## src/rtl/comm_demap_pack_if.sv

```systemverilog
// Stream-in / FIFO-out bundle for the receive demapper/packer.
// The master side feeds bins and reports FIFO fullness; the slave is the packer.
interface comm_demap_pack_if #(
  parameter int WIDTH  = 11,
  parameter int DOUT_W = 128
);
  logic              valid_i;
  logic [WIDTH-1:0]  ar;
  logic [WIDTH-1:0]  ai;
  logic              ready_o;
  logic              wr_en;
  logic [DOUT_W-1:0] dout;
  logic              full;
  logic              valid_raw;
  logic [5:0]        raw;
  logic              err_ovf;

  modport master (
    output valid_i, ar, ai, full,
    input  ready_o, wr_en, dout, valid_raw, raw, err_ovf
  );

  modport slave (
    input  valid_i, ar, ai, full,
    output ready_o, wr_en, dout, valid_raw, raw, err_ovf
  );
endinterface

```

## src/rtl/comm_demap_pack.sv

```systemverilog
// Receive demapper and bit packer between fft64 and the memory FIFO.
// Bins in [SC_FIRST, SC_LAST] are hard-demapped (BPSK/QPSK/16QAM), packed
// LSB-first into DOUT_W-bit words and written with full backpressure.
// Pipeline: accept edge -> symbol stage (raw/valid_raw) -> append edge -> output word.
module comm_demap_pack #(
  parameter int WIDTH     = 11,
  parameter int NSC       = 64,
  parameter int SC_FIRST  = 0,
  parameter int SC_LAST   = 63,
  parameter int MODTYPE   = 1,
  parameter int QAM_THR   = 256,
  parameter int DOUT_W    = 128,
  parameter int FLUSH_EOF = 0
) (
  input logic              CLK,
  input logic              RST,
  comm_demap_pack_if.slave bus
);

  localparam int SCW  = (NSC > 1) ? $clog2(NSC) : 1;
  localparam int CNTW = $clog2(DOUT_W + 1);

  localparam logic [SCW-1:0]   SC_MAX    = SCW'(NSC - 1);
  localparam logic [SCW-1:0]   SC_END    = SCW'(SC_LAST);
  localparam logic [CNTW-1:0]  WORD_BITS = CNTW'(DOUT_W);
  localparam logic [CNTW-1:0]  SYM_BITS  = CNTW'(MODTYPE);
  localparam logic [WIDTH-1:0] THR       = WIDTH'(QAM_THR);

  logic [SCW-1:0]     sc_cnt;
  logic               valid_raw_r;
  logic [5:0]         raw_r;
  logic               stg_vld;
  logic [MODTYPE-1:0] stg_bits;
  logic               stg_last;
  logic [DOUT_W-1:0]  acc;
  logic [CNTW-1:0]    cnt;
  logic [DOUT_W-1:0]  dout_r;
  logic               pend;
  logic               err_r;

  logic               ready;
  logic               accept;
  logic               keep;
  logic [5:0]         sym_bits;
  logic [CNTW-1:0]    cnt_sum;
  logic [DOUT_W-1:0]  acc_ins;
  logic               completes;
  logic               append;
  logic               move;

  // Magnitude with the most negative code saturated to the largest positive one.
  function automatic logic [WIDTH-1:0] mag(input logic [WIDTH-1:0] x);
    logic [WIDTH-1:0] n;
    n = ~x + WIDTH'(1);
    if (!x[WIDTH-1]) return x;
    if (n[WIDTH-1])  return {1'b0, {(WIDTH-1){1'b1}}};
    return n;
  endfunction

  // A held word on a full FIFO is the only thing that can stall the input.
  assign ready  = ~pend | ~bus.full;
  assign accept = bus.valid_i & ready;
  assign keep   = accept && (int'(sc_cnt) >= SC_FIRST) && (int'(sc_cnt) <= SC_LAST);

  // Hard decisions for the incoming bin.
  always_comb begin
    sym_bits    = '0;
    sym_bits[0] = ~bus.ar[WIDTH-1];
    if (MODTYPE == 2) begin
      sym_bits[1] = ~bus.ai[WIDTH-1];
    end else if (MODTYPE == 4) begin
      sym_bits[1] = mag(bus.ar) < THR;
      sym_bits[2] = ~bus.ai[WIDTH-1];
      sym_bits[3] = mag(bus.ai) < THR;
    end
  end

  // Append the staged symbol; a word-completing symbol waits while the output is blocked.
  always_comb begin
    cnt_sum   = cnt + SYM_BITS;
    acc_ins   = acc | (DOUT_W'(stg_bits) << cnt);
    completes = (cnt_sum == WORD_BITS) || ((FLUSH_EOF != 0) && stg_last);
    append    = stg_vld & (~completes | ready);
    move      = append & completes;
  end

  // Subcarrier index follows every presented bin, dropped or not, to keep frame alignment.
  always_ff @(posedge CLK or negedge RST) begin
    if (!RST) begin
      sc_cnt <= '0;
    end else if (bus.valid_i) begin
      sc_cnt <= (sc_cnt == SC_MAX) ? '0 : sc_cnt + SCW'(1);
    end
  end

  // Symbol stage: raw is a one-cycle pulse; the stage copy survives until appended.
  always_ff @(posedge CLK or negedge RST) begin
    if (!RST) begin
      valid_raw_r <= 1'b0;
      raw_r       <= '0;
      stg_vld     <= 1'b0;
      stg_bits    <= '0;
      stg_last    <= 1'b0;
    end else begin
      valid_raw_r <= keep;
      raw_r       <= keep ? sym_bits : '0;
      if (keep) begin
        stg_vld  <= 1'b1;
        stg_bits <= sym_bits[MODTYPE-1:0];
        stg_last <= (sc_cnt == SC_END);
      end else if (append) begin
        stg_vld <= 1'b0;
      end
    end
  end

  // Bit accumulator; cleared whenever its contents move to the output register.
  always_ff @(posedge CLK or negedge RST) begin
    if (!RST) begin
      acc <= '0;
      cnt <= '0;
    end else if (append) begin
      if (completes) begin
        acc <= '0;
        cnt <= '0;
      end else begin
        acc <= acc_ins;
        cnt <= cnt_sum;
      end
    end
  end

  // Output word register; a new word may replace one being written this cycle.
  always_ff @(posedge CLK or negedge RST) begin
    if (!RST) begin
      dout_r <= '0;
      pend   <= 1'b0;
    end else if (move) begin
      dout_r <= acc_ins;
      pend   <= 1'b1;
    end else if (pend && !bus.full) begin
      pend <= 1'b0;
    end
  end

  // Sticky overflow flag for bins presented while stalled.
  always_ff @(posedge CLK or negedge RST) begin
    if (!RST) begin
      err_r <= 1'b0;
    end else if (bus.valid_i && !ready) begin
      err_r <= 1'b1;
    end
  end

  assign bus.ready_o   = ready;
  assign bus.wr_en     = pend & ~bus.full;
  assign bus.dout      = dout_r;
  assign bus.valid_raw = valid_raw_r;
  assign bus.raw       = raw_r;
  assign bus.err_ovf   = err_r;

endmodule

```

## src/flat_wrapper.sv

```systemverilog
// flat-port wrapper written by rule: the top's interface ports become plain ports
module comm_demap_pack_flat 
#(
  parameter int WIDTH     = 11,
  parameter int NSC       = 64,
  parameter int SC_FIRST  = 0,
  parameter int SC_LAST   = 63,
  parameter int MODTYPE   = 1,
  parameter int QAM_THR   = 256,
  parameter int DOUT_W    = 128,
  parameter int FLUSH_EOF = 0
)
  (CLK, RST, bus_valid_i, bus_ar, bus_ai, bus_full, bus_ready_o, bus_wr_en, bus_dout, bus_valid_raw, bus_raw, bus_err_ovf);
  comm_demap_pack_if #(.WIDTH(WIDTH), .DOUT_W(DOUT_W)) bus_i ();
  input logic CLK;
  input logic RST;
  input wire logic [$bits(bus_i.valid_i)-1:0] bus_valid_i;
  input wire logic [$bits(bus_i.ar)-1:0] bus_ar;
  input wire logic [$bits(bus_i.ai)-1:0] bus_ai;
  input wire logic [$bits(bus_i.full)-1:0] bus_full;
  output wire logic [$bits(bus_i.ready_o)-1:0] bus_ready_o;
  output wire logic [$bits(bus_i.wr_en)-1:0] bus_wr_en;
  output wire logic [$bits(bus_i.dout)-1:0] bus_dout;
  output wire logic [$bits(bus_i.valid_raw)-1:0] bus_valid_raw;
  output wire logic [$bits(bus_i.raw)-1:0] bus_raw;
  output wire logic [$bits(bus_i.err_ovf)-1:0] bus_err_ovf;
  assign bus_i.valid_i = bus_valid_i;
  assign bus_i.ar = bus_ar;
  assign bus_i.ai = bus_ai;
  assign bus_i.full = bus_full;
  assign bus_ready_o = bus_i.ready_o;
  assign bus_wr_en = bus_i.wr_en;
  assign bus_dout = bus_i.dout;
  assign bus_valid_raw = bus_i.valid_raw;
  assign bus_raw = bus_i.raw;
  assign bus_err_ovf = bus_i.err_ovf;
  comm_demap_pack #(.WIDTH(WIDTH), .NSC(NSC), .SC_FIRST(SC_FIRST), .SC_LAST(SC_LAST), .MODTYPE(MODTYPE), .QAM_THR(QAM_THR), .DOUT_W(DOUT_W), .FLUSH_EOF(FLUSH_EOF)) u_core (.CLK(CLK), .RST(RST), .bus(bus_i));
endmodule
```

## config.mk

```make
export PLATFORM = sky130hd
export DESIGN_NAME = comm_demap_pack_flat
export DESIGN_NICKNAME = d
export VERILOG_FILES = /design/src/rtl/comm_demap_pack_if.sv /design/src/rtl/comm_demap_pack.sv /design/src/flat_wrapper.sv
export SDC_FILE = /design/constraint.sdc
export NUM_CORES = 1
export LEC_CHECK = 0
export BUFFER_PORTS_ARGS = -buffer_cell sky130_fd_sc_hd__buf_4
export CAP_MARGIN = 20
export CORE_MARGIN = 2
export CORE_UTILIZATION = 55
export DETAILED_ROUTE_END_ITERATION = 8
export PLACE_DENSITY = 0.77
export SLEW_MARGIN = 25
export SYNTH_ARGS = -nofsm -noshare
export SYNTH_HDL_FRONTEND = slang
export SYNTH_SLANG_ARGS = --single-unit
```

## constraint.sdc

```tcl
create_clock -name CLK -period 2.65 [get_ports CLK]
set_clock_uncertainty 0.15 [all_clocks]
set_input_delay 0.53 -clock CLK [delete_from_list [all_inputs] [get_ports CLK]]
set_output_delay 0.53 -clock CLK [all_outputs]
set_load 0.05 [all_outputs]
```

==> impl_metrics.py <==
metrics = {
    "pwr": {
        "p_clk_frac": 0.281,
        "seqPwrFrac": 0.387,
        "swShare": 0.386,
        "intPower_uw": 8420,
        "p_switching_uw": 5300,
        "p_comb_frac": 0.332,
        "leakage_uw": 0.00681,
        "vdd_drop_max_mv": 0.580,
        "pwr_density_cell_nw_per_um2": 981,
    },
    "setup_path": {
        "cp-endpoint": "u_core.bus.dout[29]$_DFFE_PN0P_",
        "crit_arrival_ns": 2.84,
        "crit_start": "u_core.cnt[0]$_DFFE_PN0P_",
        "end_kind": "flip-flop",
        "critPathLaunchType": "flip-flop",
        "r2r_slack_ns": 0.1,
        "reg2reg_to": "u_core.bus.dout[29]$_DFFE_PN0P_",
        "rr_startpoint": "u_core.cnt[0]$_DFFE_PN0P_",
        "crit_fanout": 13,
        "worstSetupPathType": "reg2reg",
        "crit_required_ns": 2.94,
        "reg2regPathDepth": 7,
    },
    "placement": {
        "place_congestion": 0.826,
        "portBuffers": 137,
        "placed_area_um2": 13000,
        "place_inst": 1498,
        "post-dp-hpwl_um": 16900,
    },
    "timing": {
        "slew_viol_final": 0,
        "post-route-period-util": 0.963,
        "max_clock_freq_mhz": 392,
        "rsz0062_at_grt": "false",
        "fin_crit_ns": 2.55,
        "setup_viol": 0,
        "hold_ws_ns": 0.0385,
        "slew_headroom": 0.552,
        "tightest_slew_ns": 0.671,
        "hold_viol_final": 0,
        "finalSetupTns_ns": 0,
    },
    "detailed_routing": {
        "vias": 8465,
        "routedWlPerCell_um": 17.6,
        "dr.pass1.iters": 5,
        "viasPerCell": 5.45,
        "drt-initial-drc-count": 607,
        "ant_nets": 0,
        "drc_errors": 0,
        "wl_um": 27300,
    },
    "logic_synthesis": {
        "synth-edff-count": 0,
        "avgSynthCellArea_um2": 10.4,
        "ys_seq_area_frac": 0.595,
        "yosys.area.top_type": "dfrtp_1",
        "yosysTopAreaCellShare": 0.595,
        "syn_inst": 1095,
        "ys_top_cells_by_area": "dfrtp_1, a21oi_1, mux2i_1, nor2_1, inv_1",
        "synth_seq_cells": 270,
        "yosysWarningCount": 0,
        "netlist_area_um2": 11400,
        "synth_top_flop_cell": "dfrtp_1",
        "async_reset_ff_frac": 1.00,
        "synth.distinct_cells": 45,
    },
    "clocking": {
        "htreeDepth": 1,
        "clk_pin_slew_worst_paths_ns": 0.06,
        "cts-buffers-inserted": 27,
        "clock-sinks": 270,
        "clock_latency_ns": 0.53,
        "ctsRootBufferMaster": "clkbuf_16",
        "cts_buffer_depth": 3,
        "cts_tree": "built",
    },
    "outcome": {
        "status": "finished clean",
    },
    "global_route": {
        "track_usage": 0.249,
        "antenna_found_initial": 0,
        "grt_pass1_wl_um": 43700,
        "grt_pass1_vias": 8423,
        "grt_max_degree": 73,
        "gr-total-overflow": 0,
    },
    "flow_run": {
        "timing.max_cap.violations": 0,
    },
    "die": {
        "die_h_um": 148,
        "ios": 164,
        "core_um2": 20200,
        "die_area_um2": 21800,
        "die_w_um": 148,
        "rows": 52,
        "start_util": 0.561,
    },
    "final_layout": {
        "fin_nets": 1290,
        "diodes": 0,
        "area_growth_pct": 23.2,
        "drive_gt1_frac": 0.210,
        "final_cell_area_um2": 14000,
        "finalNonFillerCells": 1553,
    },
    "hold_path": {
        "min_path_type": "in2reg",
    },
}
## cell usage in the layout, fill, tap and decap left out, types with 2 or more instances in the layout
cell       instances
o21ai_0            3
and2_1             4
clkbuf_1           7
nor2_1           152
nor3_2            10
and4_1             2
nand2b_1           5
a21oi_1          260
inv_6              2
mux2i_1          129
clkinv_2           2
buf_4            198
inv_1            134
bufinv_16          2
nand3_1            2
conb_1             5
or3b_2             2
dfrtp_1          270
clkbuf_16         28
buf_12             9
nand3b_1           3
a21o_1             3
nor2b_1            2
nand2_1            8
clkbuf_8           7
nand4_1            4
## synth_stat cells (3+ instances only)
cell / number
mux2i_1: 129
nor2_1: 153
inv_1: 134
nor3_1: 10
buf_2: 20
nand4_1: 4
a21o_1: 3
buf_4: 8
and2_1: 4
clkbuf_1: 37
a21oi_1: 260
nand2b_1: 5
buf_6: 10
o21ai_0: 3
nand3b_1: 3
nand2_1: 8
dfrtp_1: 270
## critical path, cell delays in order, from the launching register on
cell,delay (ns)
dfrtp_1,0.38
buf_4,0.17
and4_1,0.28
a21bo_2,0.28
a2111oi_4,0.45
clkbuf_16,0.29
buf_4,0.20
mux2i_1,0.24
## power by group through the flow
stage               combinational, µW  clock, µW  sequential (µW)
floorplan                        1080          0             7040
global placement                 4450          0             5340
detailed placement               4540          0             5350
CTS                              4580       3900             5300
global route                     4830       4080             5380
finish                           4560       3850             5310
## sequential cells by signal, summed over array words and instances (netlist names)
signal and flops:
u_core.stg_bits 1, u_core.cnt 8, u_core.stg_vld 1, u_core.bus.dout 128
u_core.pend 1, u_core.bus.valid_raw 1, u_core.bus.raw 1, u_core.acc 128
u_core.bus.err_ovf 1
## how the worst min path moves through the flow
stage,from,cells after the start,endpoint
after global placement,u_core.bus.err_ovf$_DFFE_PN0P_,1,u_core.bus.err_ovf$_DFFE_PN0P_
after CTS,bus_ar[10],2,u_core.bus.raw[0]$_DFF_PN0_
after detailed placement,u_core.bus.err_ovf$_DFFE_PN0P_,1,u_core.bus.err_ovf$_DFFE_PN0P_
after floorplan,RST,0,u_core.acc[0]$_DFFE_PN0P_
final,bus_ar[10],2,u_core.bus.raw[0]$_DFF_PN0_
after global routing,bus_ar[10],2,u_core.bus.raw[0]$_DFF_PN0_
## routing by layer
metal / up-vias / wire length [µm] / global-route usage
met1: 4206 / 12100 / 0.361
met5: - / 0 / 0
met3: 33 / 1440 / 0.0355
met2: 268 / 13300 / 0.404
met4: 0 / 461 / 0.0611
li1: 3958 / - / -
## stage by stage
| step | power (µW) | setup WS [ns] | util |
|---|---|---|---|
| floorplan | 8110 | 0.325 | - |
| global placement | 9790 | 0.110 | 0.643 |
| detailed placement | 9890 | 0.0478 | 0.643 |
| CTS | 13800 | 0.00691 | 0.688 |
| global route | 14300 | 0.00839 | 0.691 |
| finish | 13700 | 0.0988 | 0.691 |
## cells by family after synthesis
| logic type | Yosys count | share of synthesized area |
|---|---|---|
| AOI/OAI and AO/OA | 281 | 0.132 |
| DFF | 270 | 0.595 |
| other | 1 | 0.000330 |
| muxes | 129 | 0.114 |
| and+or+nand+nor | 202 | 0.0762 |
| xor gates and xnor gates | 1 | 0.000772 |
| buffers and inverters | 210 | 0.0809 |
| adders and majority gates | 1 | 0.00110 |
## cell type report
type	count	area [µm²]
tap	270	338
fill	1494	6250
timing repair buffer	211	1730
multi-input combinational	619	3760
inverter	134	503
clock inverter	8	104
sequential	270	6760
clock buffer	41	798
## repair_timing
action | 4_1_cts | 5_1_grt
buffers inserted | 0 | 4
setup endpoints to repair | 0 | 97
hold buffers | 1 | 0
hold endpoints to repair | 64 | 0
gates resized for setup | 0 | 2
No activity file was read; power rests on OpenSTA's default activity.
